**src/rtl/pwmdecode_pkg.sv**
```systemverilog
// Shared constants for the PWM receive decoder: FSM encoding, default timing and duty saturation.
package pwmdecode_pkg;

  localparam logic [1:0] ST_WAITRISE = 2'd0;
  localparam logic [1:0] ST_HIGH     = 2'd1;
  localparam logic [1:0] ST_LOW      = 2'd2;

  localparam int unsigned DEF_NOMPERIOD = 32'd256;
  localparam int unsigned DEF_PERTOL    = 32'd4;
  localparam int unsigned DEF_TIMEOUT   = 32'd512;

  localparam logic [7:0] DUTY_SAT = 8'hff;

  function automatic logic [7:0] sat8(input logic [31:0] value);
    if (value > 32'd255) begin
      return DUTY_SAT;
    end else begin
      return value[7:0];
    end
  endfunction

endpackage

```
**src/rtl/pwmdecode8_pwmin_cond.sv**
```systemverilog
// PWM input conditioning: 2-FF synchroniser, polarity XOR, optional glitch filter, tick-qualified edges.
// Optional feature macro: GLITCH_FILTER_EN (3-sample majority-free level acceptance).
module pwmin_cond (
  input  logic clk,
  input  logic rstn,
  input  logic sampce,
  input  logic pwmin,
  input  logic invertin,
  output logic level,
  output logic rise,
  output logic fall
);

  logic sync1_r;
  logic sync2_r;
  logic lvl_s;

  // two-stage synchroniser for the asynchronous input
  always_ff @(posedge clk) begin
    if (!rstn) begin
      sync1_r <= 1'b0;
      sync2_r <= 1'b0;
    end else begin
      sync1_r <= pwmin;
      sync2_r <= sync1_r;
    end
  end

  assign lvl_s = sync2_r ^ invertin;

`ifdef GLITCH_FILTER_EN
  logic [1:0] hist_r;
  logic       filt_r;
  logic       accept_s;

  // a new level is accepted once it has been seen on three consecutive ticks
  always_comb begin
    accept_s = 1'b0;
    if ((lvl_s == hist_r[0]) && (lvl_s == hist_r[1]) && (lvl_s != filt_r)) begin
      accept_s = 1'b1;
    end else begin
      accept_s = 1'b0;
    end
  end

  // sample history and filtered level
  always_ff @(posedge clk) begin
    if (!rstn) begin
      hist_r <= 2'b00;
      filt_r <= 1'b0;
    end else if (sampce) begin
      hist_r <= {hist_r[0], lvl_s};
      if (accept_s) begin
        filt_r <= lvl_s;
      end
    end
  end

  assign level = filt_r;
  assign rise  = sampce & accept_s & lvl_s;
  assign fall  = sampce & accept_s & ~lvl_s;
`else
  logic prev_r;

  // level seen on the previous tick, for edge detection
  always_ff @(posedge clk) begin
    if (!rstn) begin
      prev_r <= 1'b0;
    end else if (sampce) begin
      prev_r <= lvl_s;
    end
  end

  assign level = lvl_s;
  assign rise  = sampce & lvl_s & ~prev_r;
  assign fall  = sampce & ~lvl_s & prev_r;
`endif

endmodule

```
**src/rtl/pwmdecode8.sv**
```systemverilog
// PWM receive decoder: measures period and high time in sampce ticks and publishes duty/period/status.
// Optional feature macro: GLITCH_FILTER_EN (input glitch filter inside pwmin_cond).
module pwmdecode8
  import pwmdecode_pkg::*;
#(
  parameter int CNTW      = 10,
  parameter int NOMPERIOD = DEF_NOMPERIOD,
  parameter int PERTOL    = DEF_PERTOL,
  parameter int TIMEOUT   = DEF_TIMEOUT
) (
  input  logic            clk,
  input  logic            rstn,
  input  logic            sampce,
  input  logic            pwmin,
  input  logic            invertin,
  output logic [7:0]      dutyval,
  output logic [CNTW-1:0] periodval,
  output logic            dutyvalid,
  output logic            dclevel,
  output logic            perioderr
);

  localparam logic [CNTW-1:0] CNT_ONE = CNTW'(1);
  localparam logic [CNTW-1:0] CNT_MAX = {CNTW{1'b1}};
  localparam logic [CNTW-1:0] PER_HI  = CNTW'(NOMPERIOD + PERTOL);
  localparam logic [CNTW-1:0] PER_LO  = CNTW'(NOMPERIOD - PERTOL);
  localparam logic [CNTW-1:0] TMO     = CNTW'(TIMEOUT);

  logic            level_s;
  logic            rise_s;
  logic            fall_s;
  logic [1:0]      state_r;
  logic [1:0]      state_n;
  logic [CNTW-1:0] percnt_r;
  logic [CNTW-1:0] percnt_n;
  logic [CNTW-1:0] percnt_inc_s;
  logic [CNTW-1:0] hicnt_r;
  logic [CNTW-1:0] hicnt_n;
  logic [CNTW-1:0] hilatch_r;
  logic [CNTW-1:0] hilatch_n;
  logic            pub_s;
  logic            tmo_s;

  pwmin_cond u_cond (
    .clk      (clk),
    .rstn     (rstn),
    .sampce   (sampce),
    .pwmin    (pwmin),
    .invertin (invertin),
    .level    (level_s),
    .rise     (rise_s),
    .fall     (fall_s)
  );

  assign percnt_inc_s = percnt_r + CNT_ONE;

  // measurement FSM; a rising edge always beats a coincident timeout
  always_comb begin
    state_n   = state_r;
    percnt_n  = percnt_r;
    hicnt_n   = hicnt_r;
    hilatch_n = hilatch_r;
    pub_s     = 1'b0;
    tmo_s     = 1'b0;
    if (sampce) begin
      case (state_r)
        ST_WAITRISE: begin
          if (rise_s) begin
            state_n  = ST_HIGH;
            percnt_n = CNT_ONE;
            hicnt_n  = CNT_ONE;
          end else begin
            percnt_n = percnt_inc_s;
          end
        end
        ST_HIGH: begin
          percnt_n = percnt_inc_s;
          if (fall_s) begin
            state_n   = ST_LOW;
            hilatch_n = hicnt_r;
          end else if (hicnt_r != CNT_MAX) begin
            hicnt_n = hicnt_r + CNT_ONE;
          end else begin
            hicnt_n = hicnt_r;
          end
        end
        ST_LOW: begin
          if (rise_s) begin
            pub_s    = 1'b1;
            state_n  = ST_HIGH;
            percnt_n = CNT_ONE;
            hicnt_n  = CNT_ONE;
          end else begin
            percnt_n = percnt_inc_s;
          end
        end
        default: begin
          state_n  = ST_WAITRISE;
          percnt_n = {CNTW{1'b0}};
          hicnt_n  = {CNTW{1'b0}};
        end
      endcase
      if (!rise_s && (percnt_inc_s == TMO)) begin
        tmo_s    = 1'b1;
        state_n  = ST_WAITRISE;
        percnt_n = {CNTW{1'b0}};
      end else begin
        tmo_s = 1'b0;
      end
    end else begin
      state_n = state_r;
    end
  end

  // FSM and counter registers
  always_ff @(posedge clk) begin
    if (!rstn) begin
      state_r   <= ST_WAITRISE;
      percnt_r  <= {CNTW{1'b0}};
      hicnt_r   <= {CNTW{1'b0}};
      hilatch_r <= {CNTW{1'b0}};
    end else begin
      state_r   <= state_n;
      percnt_r  <= percnt_n;
      hicnt_r   <= hicnt_n;
      hilatch_r <= hilatch_n;
    end
  end

  // published results; held between strobes
  always_ff @(posedge clk) begin
    if (!rstn) begin
      dutyval   <= 8'h00;
      periodval <= {CNTW{1'b0}};
      dutyvalid <= 1'b0;
      dclevel   <= 1'b0;
      perioderr <= 1'b0;
    end else begin
      dutyvalid <= pub_s | tmo_s;
      if (pub_s) begin
        dutyval   <= sat8(32'(hilatch_r));
        periodval <= percnt_r;
        dclevel   <= 1'b0;
        perioderr <= (percnt_r > PER_HI) || (percnt_r < PER_LO);
      end else if (tmo_s) begin
        dutyval   <= level_s ? DUTY_SAT : 8'h00;
        periodval <= TMO;
        dclevel   <= 1'b1;
        perioderr <= 1'b1;
      end
    end
  end

endmodule

```
**config.mk**
```make
export PLATFORM = sky130hd
export DESIGN_NAME = pwmdecode8
export DESIGN_NICKNAME = d
export VERILOG_FILES = /design/src/rtl/pwmdecode_pkg.sv /design/src/rtl/pwmdecode8_pwmin_cond.sv /design/src/rtl/pwmdecode8.sv
export SDC_FILE = /design/constraint.sdc
export NUM_CORES = 1
export LEC_CHECK = 0
export CAP_MARGIN = 20
export CORE_UTILIZATION = 30
export DETAILED_ROUTE_END_ITERATION = 7
export PLACE_DENSITY = 0.57
export SETUP_SLACK_MARGIN = 0.3
export SKIP_CTS_REPAIR_TIMING = 1
export SLEW_MARGIN = 5
export SYNTH_ARGS = -nofsm -noshare
export SYNTH_HDL_FRONTEND = slang
export SYNTH_SLANG_ARGS = --single-unit
export TNS_END_PERCENT = 50
```
**constraint.sdc**
```tcl
create_clock -name clk -period 2.4 [get_ports clk]
set_clock_uncertainty 0.1 [all_clocks]
set_input_delay 0.24 -clock clk [delete_from_list [all_inputs] [get_ports clk]]
set_output_delay 0.24 -clock clk [all_outputs]
set_load 0.005 [all_outputs]
```
# Word-level counts from Yosys, hierarchy flattened
# Cells that the tools add are included.
op_classes:
  add_sub_neg: 2
  eq_ne: 9
  muxes: 24
  bitwise_logic: 9
  reduce_logical: 10
  order_cmp: 3
ops:
  columns: ["op", "count"]
  rows:
  - ["$mux 10", 7]
  - ["$pmux 10 s2", 2]
  - ["$mux 8", 4]
  - ["$add 10x1->10 const B", 2]
  - ["$eq 10x10->1 const B", 1]
  - ["$gt 10x8->1 const B", 1]
  - ["$gt 10x9->1 const B", 1]
  - ["$lt 10x8->1 const B", 1]
  - ["$ne 10x10->1 const B", 1]
  - ["$mux 1", 7]
  - ["$mux 2", 3]
  - ["$reduce_and 3->1", 2]
  - ["$and 1x1->1", 4]
  - ["$ne 2x2->1 const B", 2]
  - ["$pmux 2 s2", 1]
  - ["$reduce_and 4->1", 1]
  - ["$reduce_or 2->1", 2]
  - ["$ne 3x1->1 const B", 1]
  - ["$ne 3x3->1 const B", 1]
  - ["$not 1->1", 3]
  - ["$eq 2x1->1 const B", 1]
  - ["$eq 2x2->1 const B", 1]
  - ["$logic_not 2->1", 1]
  - ["$ne 2x1->1 const B", 1]
  - ["6 further kinds", 6]
word_totals:
  ff_bits: 56
  output_inout_bits: 21
  wordCells: 69
  inputBits: 5

# Logic depth before layout (Yosys ltp)
# Gate-level depths: netlist (run 1).
logic_depth:
  word_depth: 9
  mapped_depth: 9
  mapped_depth_nobuf: 7

# Cells and area by module
# From an unflattened synthesis (run 1), not the netlist that was laid out.
hier_totals:
  cells_unflattened: 308
  area_unflattened_um2: 2596.2
by_module_without_submodules:
  columns: ["module", "area_per_inst_um2", "instances", "cells_each"]
  rows:
  - ["pwmdecode8", 2474.9, 1, 297]
  - ["pwmin_cond", 121.4, 1, 11]

# Worst setup path before layout (run 1)
# OpenSTA, ideal clock, no wires.
synth_path:
  kind: "register to register"
  startpoint: "register percnt_r[1]"
  endpoint: "register dutyval[0]"
  required_time_ns: 2.180
  t_arrival_ns: 1.948
  setup_ns: 0.120
  stages_incl_launch_ff: 10
  slack_ns: 0.232
  path_cell_list: "dfxtp_1 -> ha_1 -> buf_2 -> nor2b_1 -> nor3b_1 -> and3_4 -> and4b_4 -> buf_4 -> nor2_1 -> o31a_1"
synth_via:
  elab_chain_len: 6
synth_rtl:
  columns: ["item", "line_no", "text"]
  rows:
  - ["from (decl)", "pwmdecode8.sv:34", "logic [CNTW-1:0] percnt_r;"]
  - ["from (signal assigned)", "pwmdecode8.sv:119", "percnt_r <= {CNTW{1'b0}};"]
  - ["from (signal assigned)", "pwmdecode8.sv:124", "percnt_r <= percnt_n;"]
  - ["$add 10x1->10", "pwmdecode8.sv:55", "assign percnt_inc_s = percnt_r + CNT_ONE;"]
  - ["$eq 10x10->1", "pwmdecode8.sv:103", "if (!rise_s && (percnt_inc_s == TMO)) begin"]
  - ["$logic_and 1x1->1", "pwmdecode8.sv:103", null]
  - ["$mux 1", "pwmdecode8.sv:103", null]
  - ["$mux 1", "pwmdecode8.sv:65", "if (sampce) begin"]
  - ["$reduce_bool 2->1 (no source line)", null, null]
  - ["to (signal assigned)", "pwmdecode8.sv:141", "dutyval <= sat8(32'(hilatch_r));"]
  - ["to (signal assigned)", "pwmdecode8.sv:146", "dutyval <= level_s ? DUTY_SAT : 8'h00;"]
  - ["to (decl)", "pwmdecode8.sv:16", "output logic [7:0] dutyval,"]
# Every way passes these cells.
# A chain may end at the register's enable or synchronous reset.

# Worst setup path after layout (run 1)
layout_path:
  startpoint: "register percnt_r[0]"
  endpoint: "register dutyval[0]"
# The elaborated chain is that of the path after synthesis.

==> results_dict.tcl, run 1 <==
set metrics [dict create \
    maxCapViolCount 0 \
    use_met3_pct 2.25 \
    grt-ovfl-total 0 \
    htree_levels 2 \
    maxSlewViolCount 0 \
    drc_errors 0 \
    grt_pass1_vias 2271 \
    rr_startpoint "percnt_r[0]" \
    track_usage_pct 13.3 \
    leakage_uw 0.00127 \
    tns_ns 0 \
    post-route-period-util_pct 86.6 \
    rows 35 \
    num_io_pins 26 \
    critPathLaunch "percnt_r[0]" \
    ir_worst_vdd_mv 0.268 \
    grt_use_met1_pct 19.0 \
    multi_input_area_mm2 0.00160 \
    antenna_found_initial 0 \
    synth-seq-area-share_pct 39.6 \
    finalNetCount 375 \
    num_vias 2377 \
    whs_path_depth 1 \
    status "finished, final reports clean" \
    grtUsageMet2_pct 21.0 \
    syn_area_per_cell_um2 8.52 \
    grt_max_degree 31 \
    power_density_mw_per_mm2 463 \
    antenna_cells 0 \
    wire_per_inst_um 13.5 \
    vias_per_cell 4.97 \
    die_w_um 99.1 \
    port_buffers 25 \
    cts_buffer_depth 2 \
    worstMarginPinSlew_ns 0.502 \
    grt_pass1_wl_um 10800 \
    synthCells 332 \
    top_usage_layer "met2" \
    globalplace.congestion 0.750 \
    crit_fanout 6 \
    register_area_mm2 0.00114 \
    synth_area_mm2 0.00283 \
    critPathLaunchType "flip-flop" \
    drive_gt1_share_pct 20.2 \
    synthArstFlopShare_pct 0 \
    reg2reg_slack_ns 0.32 \
    dieArea_mm2 0.00982 \
    fin_util_pct 38.2 \
    fmax_ghz 0.481 \
    end_kind "flip-flop" \
    drt_iter0_drc 59 \
    start_util_pct 30.8 \
    synth_ff_type "dfxtp_1" \
    place_hpwl_um 4520 \
    synth-edff-count 0 \
    grt_setup_unrepaired "yes" \
    totalWireLength_um 6470 \
    critPathKind "reg2reg" \
    clk_latency_ns 0.31 \
    postRouteAntennaNets 0 \
    min_period_ns 2.08 \
    max_slew_margin_pct 66.4 \
    worstPathArrival_ns 2.19 \
    cts_root_buf "clkbuf_8" \
    worstSetupEndpoint "dutyval[0]" \
    cts_buffers 5 \
    rr_worst_depth 8 \
    synth_cell_types 55 \
    syn-num-nets 341 \
    first_pass_iters 4 \
    clkTransAtPathRegs_ns 0.11 \
    yosysWarnings 0 \
    core-area_mm2 0.00920 \
    clock_sinks 56 \
    cts_tree "yes" \
    n_fill_cell 936 \
    hold_path_class "reg2reg" \
    area_delta_synth_final_pct 24.3 \
    die_y_um 99.1 \
    hold_viol_final 0 \
    ys_ff_latch 56 \
    finalSetupViolCount 0 \
    reg2reg_to "dutyval[0]" \
    required_ns 2.51 \
]
==> per-layer routing <==
layer  up-vias  routed length, um
met5         -                  0
met2        23               2970
met4         0                 52
met3         4                152
met1      1134               3290
li1       1216                  -
==> synthesized netlist by cell type (8+ instances only) <==
| master | instances | area share [%] |
|---|---|---|
| dfxtp_1 | 56 | 40 |
| nor2_1 | 39 | 5.2 |
| nand2_1 | 28 | 3.7 |
| nor2b_1 | 20 | 4.4 |
| nand3_1 | 16 | 2.8 |
| o21ai_0 | 14 | 2.5 |
| clkbuf_1 | 11 | 1.5 |
| mux2i_1 | 10 | 3.5 |
| a21oi_1 | 9 | 1.6 |
| nor3_1 | 9 | 1.6 |
| o21ai_2 | 9 | 2.8 |
| o31a_1 | 9 | 2.8 |
| xnor2_1 | 9 | 2.8 |
| and2_1 | 8 | 1.8 |
| inv_1 | 8 | 1.1 |
==> power by group <==
group          internal (uW)  switching (uW)
clock network            214             334
registers                934            11.8
logic                   63.5            70.2
total                   1210             416
==> area by class of cell <==
class / instances / area share, %
multi-input combinational: 243 / 45.6
sequential: 56 / 32.5
timing repair buffer: 52 / 14.5
tap: 111 / 3.95
clock buffer: 5 / 1.96
inverter: 8 / 0.854
clock inverter: 3 / 0.712
==> sequential cells by signal, indices dropped and copies added, names as in the netlist <==
register and cells:
percnt_r 10, u_cond.prev_r 1, hicnt_r 10, perioderr 1
dutyvalid 1, periodval 10, dclevel 1, state_r 2
hilatch_r 10, u_cond.sync1_r 1, u_cond.sync2_r 1, dutyval 8
==> critical path, stage by stage (launching register included) <==
cell and delay [ns]:
dfxtp_2 0.38, buf_6 0.13, and4_4 0.26, and4_1 0.21, o22a_1 0.20, and4b_4 0.29, clkbuf_16 0.16, nor2_4 0.03
o31a_1 0.22
==> how the worst min path moves through the flow <==
stage	from	endpoint	slack, ns
2_1_floorplan	pwmin	u_cond.sync1_r	0.27
3_3_place_gp	u_cond.sync1_r	u_cond.sync2_r	0.32
3_5_place_dp	u_cond.sync1_r	u_cond.sync2_r	0.33
4_1_cts	u_cond.sync1_r	u_cond.sync2_r	0.36
5_1_grt	u_cond.sync1_r	u_cond.sync2_r	0.38
6_report	u_cond.sync1_r	u_cond.sync2_r	0.36
==> cell usage in the layout, fill, tap and decap left out, types with 4 or more instances in the layout <==
cell type	instances
and2_1	8
clkdlybuf4s50_1	25
clkbuf_8	5
mux2i_1	10
nand2b_1	4
nand3_1	16
buf_4	21
nor2_1	35
o21ai_2	9
nand2_1	28
o21ai_0	14
inv_1	8
xnor2_1	9
dfxtp_2	4
a21oi_1	9
o31a_1	9
dfxtp_4	4
nor2b_1	20
nor3_1	8
dfxtp_1	48
nor4_1	4
==> stage by stage <==
stage          hold slack [ns]  std cells  worst slack, ns  area [um2]  total power (uW)
5_1_grt                  0.383        478            0.259        3520              1710
3_3_place_gp             0.323        464           0.0980        3280              1090
4_1_cts                  0.359        472            0.146        3370              1650
6_report                 0.360        478            0.322        3520              1630
2_1_floorplan            0.267        332            0.303        2840              1050
3_5_place_dp             0.328        464           0.0833        3280              1090
==> logic make-up (layout without fill, tap and decap cells) <==
| kind of cell | after synthesis | after routing | share of synthesized area, % |
|---|---|---|---|
| multiplexers | 10 | 10 | 3.54 |
| AND/OR/NAND/NOR | 155 | 155 | 29.5 |
| buffers and inverters | 33 | 68 | 5.62 |
| AO/OA/AOI/OAI | 64 | 64 | 16.6 |
| flip-flops | 56 | 56 | 39.6 |
| adder cells (fa/ha/maj) | 4 | 4 | 1.77 |
| XOR/XNOR | 10 | 10 | 3.36 |
(Power assumes the default switching activity.)
==> run 2: changes to the inputs <==
--- a/config.mk
+++ b/config.mk
@@ -8,6 +8,7 @@
 export CAP_MARGIN = 20
 export CORE_UTILIZATION = 30
 export DETAILED_ROUTE_END_ITERATION = 7
+export GPL_TIMING_DRIVEN = 0
 export PLACE_DENSITY = 0.57
 export SETUP_SLACK_MARGIN = 0.3
 export SKIP_CTS_REPAIR_TIMING = 1
==> results_dict.tcl, run 2 (same netlist as run 1, synthesis figures left out) <==
set metrics [dict create \
    reg2reg_slack_ns 0.18 \
    first_pass_iters 4 \
    holdPathEnd "perioderr" \
    fmax_ghz 0.449 \
    worstPathArrival_ns 2.35 \
    layout_common_cells "dfxtp_1 (53), nor2_1 (39), nand2_1 (28), clkdlybuf4s50_1 (24), nor2b_1 (18)" \
    required_ns 2.52 \
    hold_viol_final 0 \
    post-route-period-util_pct 92.8 \
    drive_gt1_share_pct 17.5 \
    cpPeakStageDelay_ns 0.50 \
    min_period_ns 2.23 \
    area_delta_synth_final_pct 24.6 \
    core-area_mm2 0.00920 \
    power.switching_uw 406 \
    cts_root_buf "clkbuf_8" \
    path_buf_inv 2 \
    htree_levels 2 \
    cts_buffer_depth 2 \
    finalSetupViolCount 0 \
    fin_ws_ns 0.172 \
    hold_start "rstn" \
    clk_latency_ns 0.31 \
    wl_met1_um 3240 \
    num_io_pins 26 \
    start_util_pct 30.8 \
    worstMarginPinSlew_ns 0.685 \
    totalWireLength_um 6770 \
    cts_tree "yes" \
    cts_buffers 5 \
    intPower_uw 1330 \
    grt_pass1_wl_um 10500 \
    highest_layer "met4" \
    die_w_um 99.1 \
    final-instance-count-excl-fill 482 \
    pwr-share-seq_pct 54.6 \
    wire_per_inst_um 14.1 \
    antenna_cells 0 \
    fin_util_pct 38.3 \
    globalplace.congestion 0.809 \
    grt_pass1_vias 2151 \
    status "finished, final reports clean" \
    ir_worst_vdd_mv 0.268 \
    hold_path_class "in2reg" \
    met2_length_um 3140 \
    antenna_found_initial 0 \
    critPathKind "in2reg" \
    clkPwrFrac_pct 38.3 \
    grt_max_degree 18 \
    path_cells "clkdlybuf4s50_1 -> xnor2_4 -> or3b_4 -> and3_4 -> and4b_4 -> or2_4 -> buf_12 -> and2_4" \
    num_vias 2421 \
    preCtsSetupSlack_ns -0.114 \
    tns_ns 0 \
    crit_family "simple AND/OR/NAND/NOR gates" \
    clock_sinks 56 \
    dieArea_mm2 0.00982 \
    reg2reg_to "dutyvalid" \
    drc_errors 0 \
    maxCapViolCount 0 \
    leakage_uw 0.00128 \
    power_uw 1730 \
    cpMaxStageDelayCell "clkdlybuf4s50_1" \
    clkTransAtPathRegs_ns 0.10 \
    mostFrequentLayoutCell "dfxtp_1" \
    p_sw_share_pct 23.4 \
    end_kind "flip-flop" \
    post-place-cells 467 \
    critPathLaunchType "input pin" \
    drt_iter0_drc 141 \
    track_usage_pct 13.5 \
    finalNetCount 379 \
    maxSlewViolCount 0 \
    rr_startpoint "percnt_r[1]" \
    rows 35 \
    whs_path_depth 2 \
    max_slew_margin_pct 54.2 \
    wl_met3_um 246 \
    port_buffers 24 \
    critPathLaunch "invertin" \
    grt-ovfl-total 0 \
    die_y_um 99.1 \
    vias_per_cell 5.02 \
    grt_setup_unrepaired "yes" \
    pwr-share-comb_pct 7.1 \
    rr_worst_depth 9 \
    postRouteAntennaNets 0 \
    power_density_mw_per_mm2 492 \
    place_hpwl_um 4620 \
    crit_fanout 8 \
]
[run 2: per-stage QoR]
stage	hold WS [ns]	area, um2
3_5_place_dp	0.323	3220
3_3_place_gp	0.319	3220
5_1_grt	0.259	3520
4_1_cts	0.240	3340
6_report	0.236	3520
2_1_floorplan	0.267	2840
[run 2: worst max path at each step]
stage | endpoint | cells after the start
finish | dutyvalid | 8
detailed placement | dutyval[7] | 8
floorplan | dutyvalid | 9
global route | dutyvalid | 8
global placement | dutyval[7] | 8
CTS | dutyval[1] | 9
[run 2: power by group through the flow]
stage / Sequential [uW] / Clock, uW / Combinational (uW)
final: 948 / 664 / 124
after global routing: 950 / 719 / 135
after CTS: 948 / 683 / 114
after detailed placement: 969 / 0 / 113
after global placement: 969 / 0 / 112
after floorplan: 966 / 0 / 80.4
[run 2: layer usage]
metal / global-route usage, % / vias to the layer above
li1: - / 1230
met1: 18.5 / 1133
met2: 21.2 / 47
met3: 2.32 / 11
met4: 4.75 / 0
met5: 0 / -
[run 2: area by class of cell]
cell class                 instances  area, um2
buffer                            25        158
clock buffer                       6       82.6
clock inverter                     2       38.8
fill                             943       5670
inverter                           8       30.0
multi-input combinational        243       1620
sequential                        56       1130
tap                              111        139
timing repair buffer              31        328
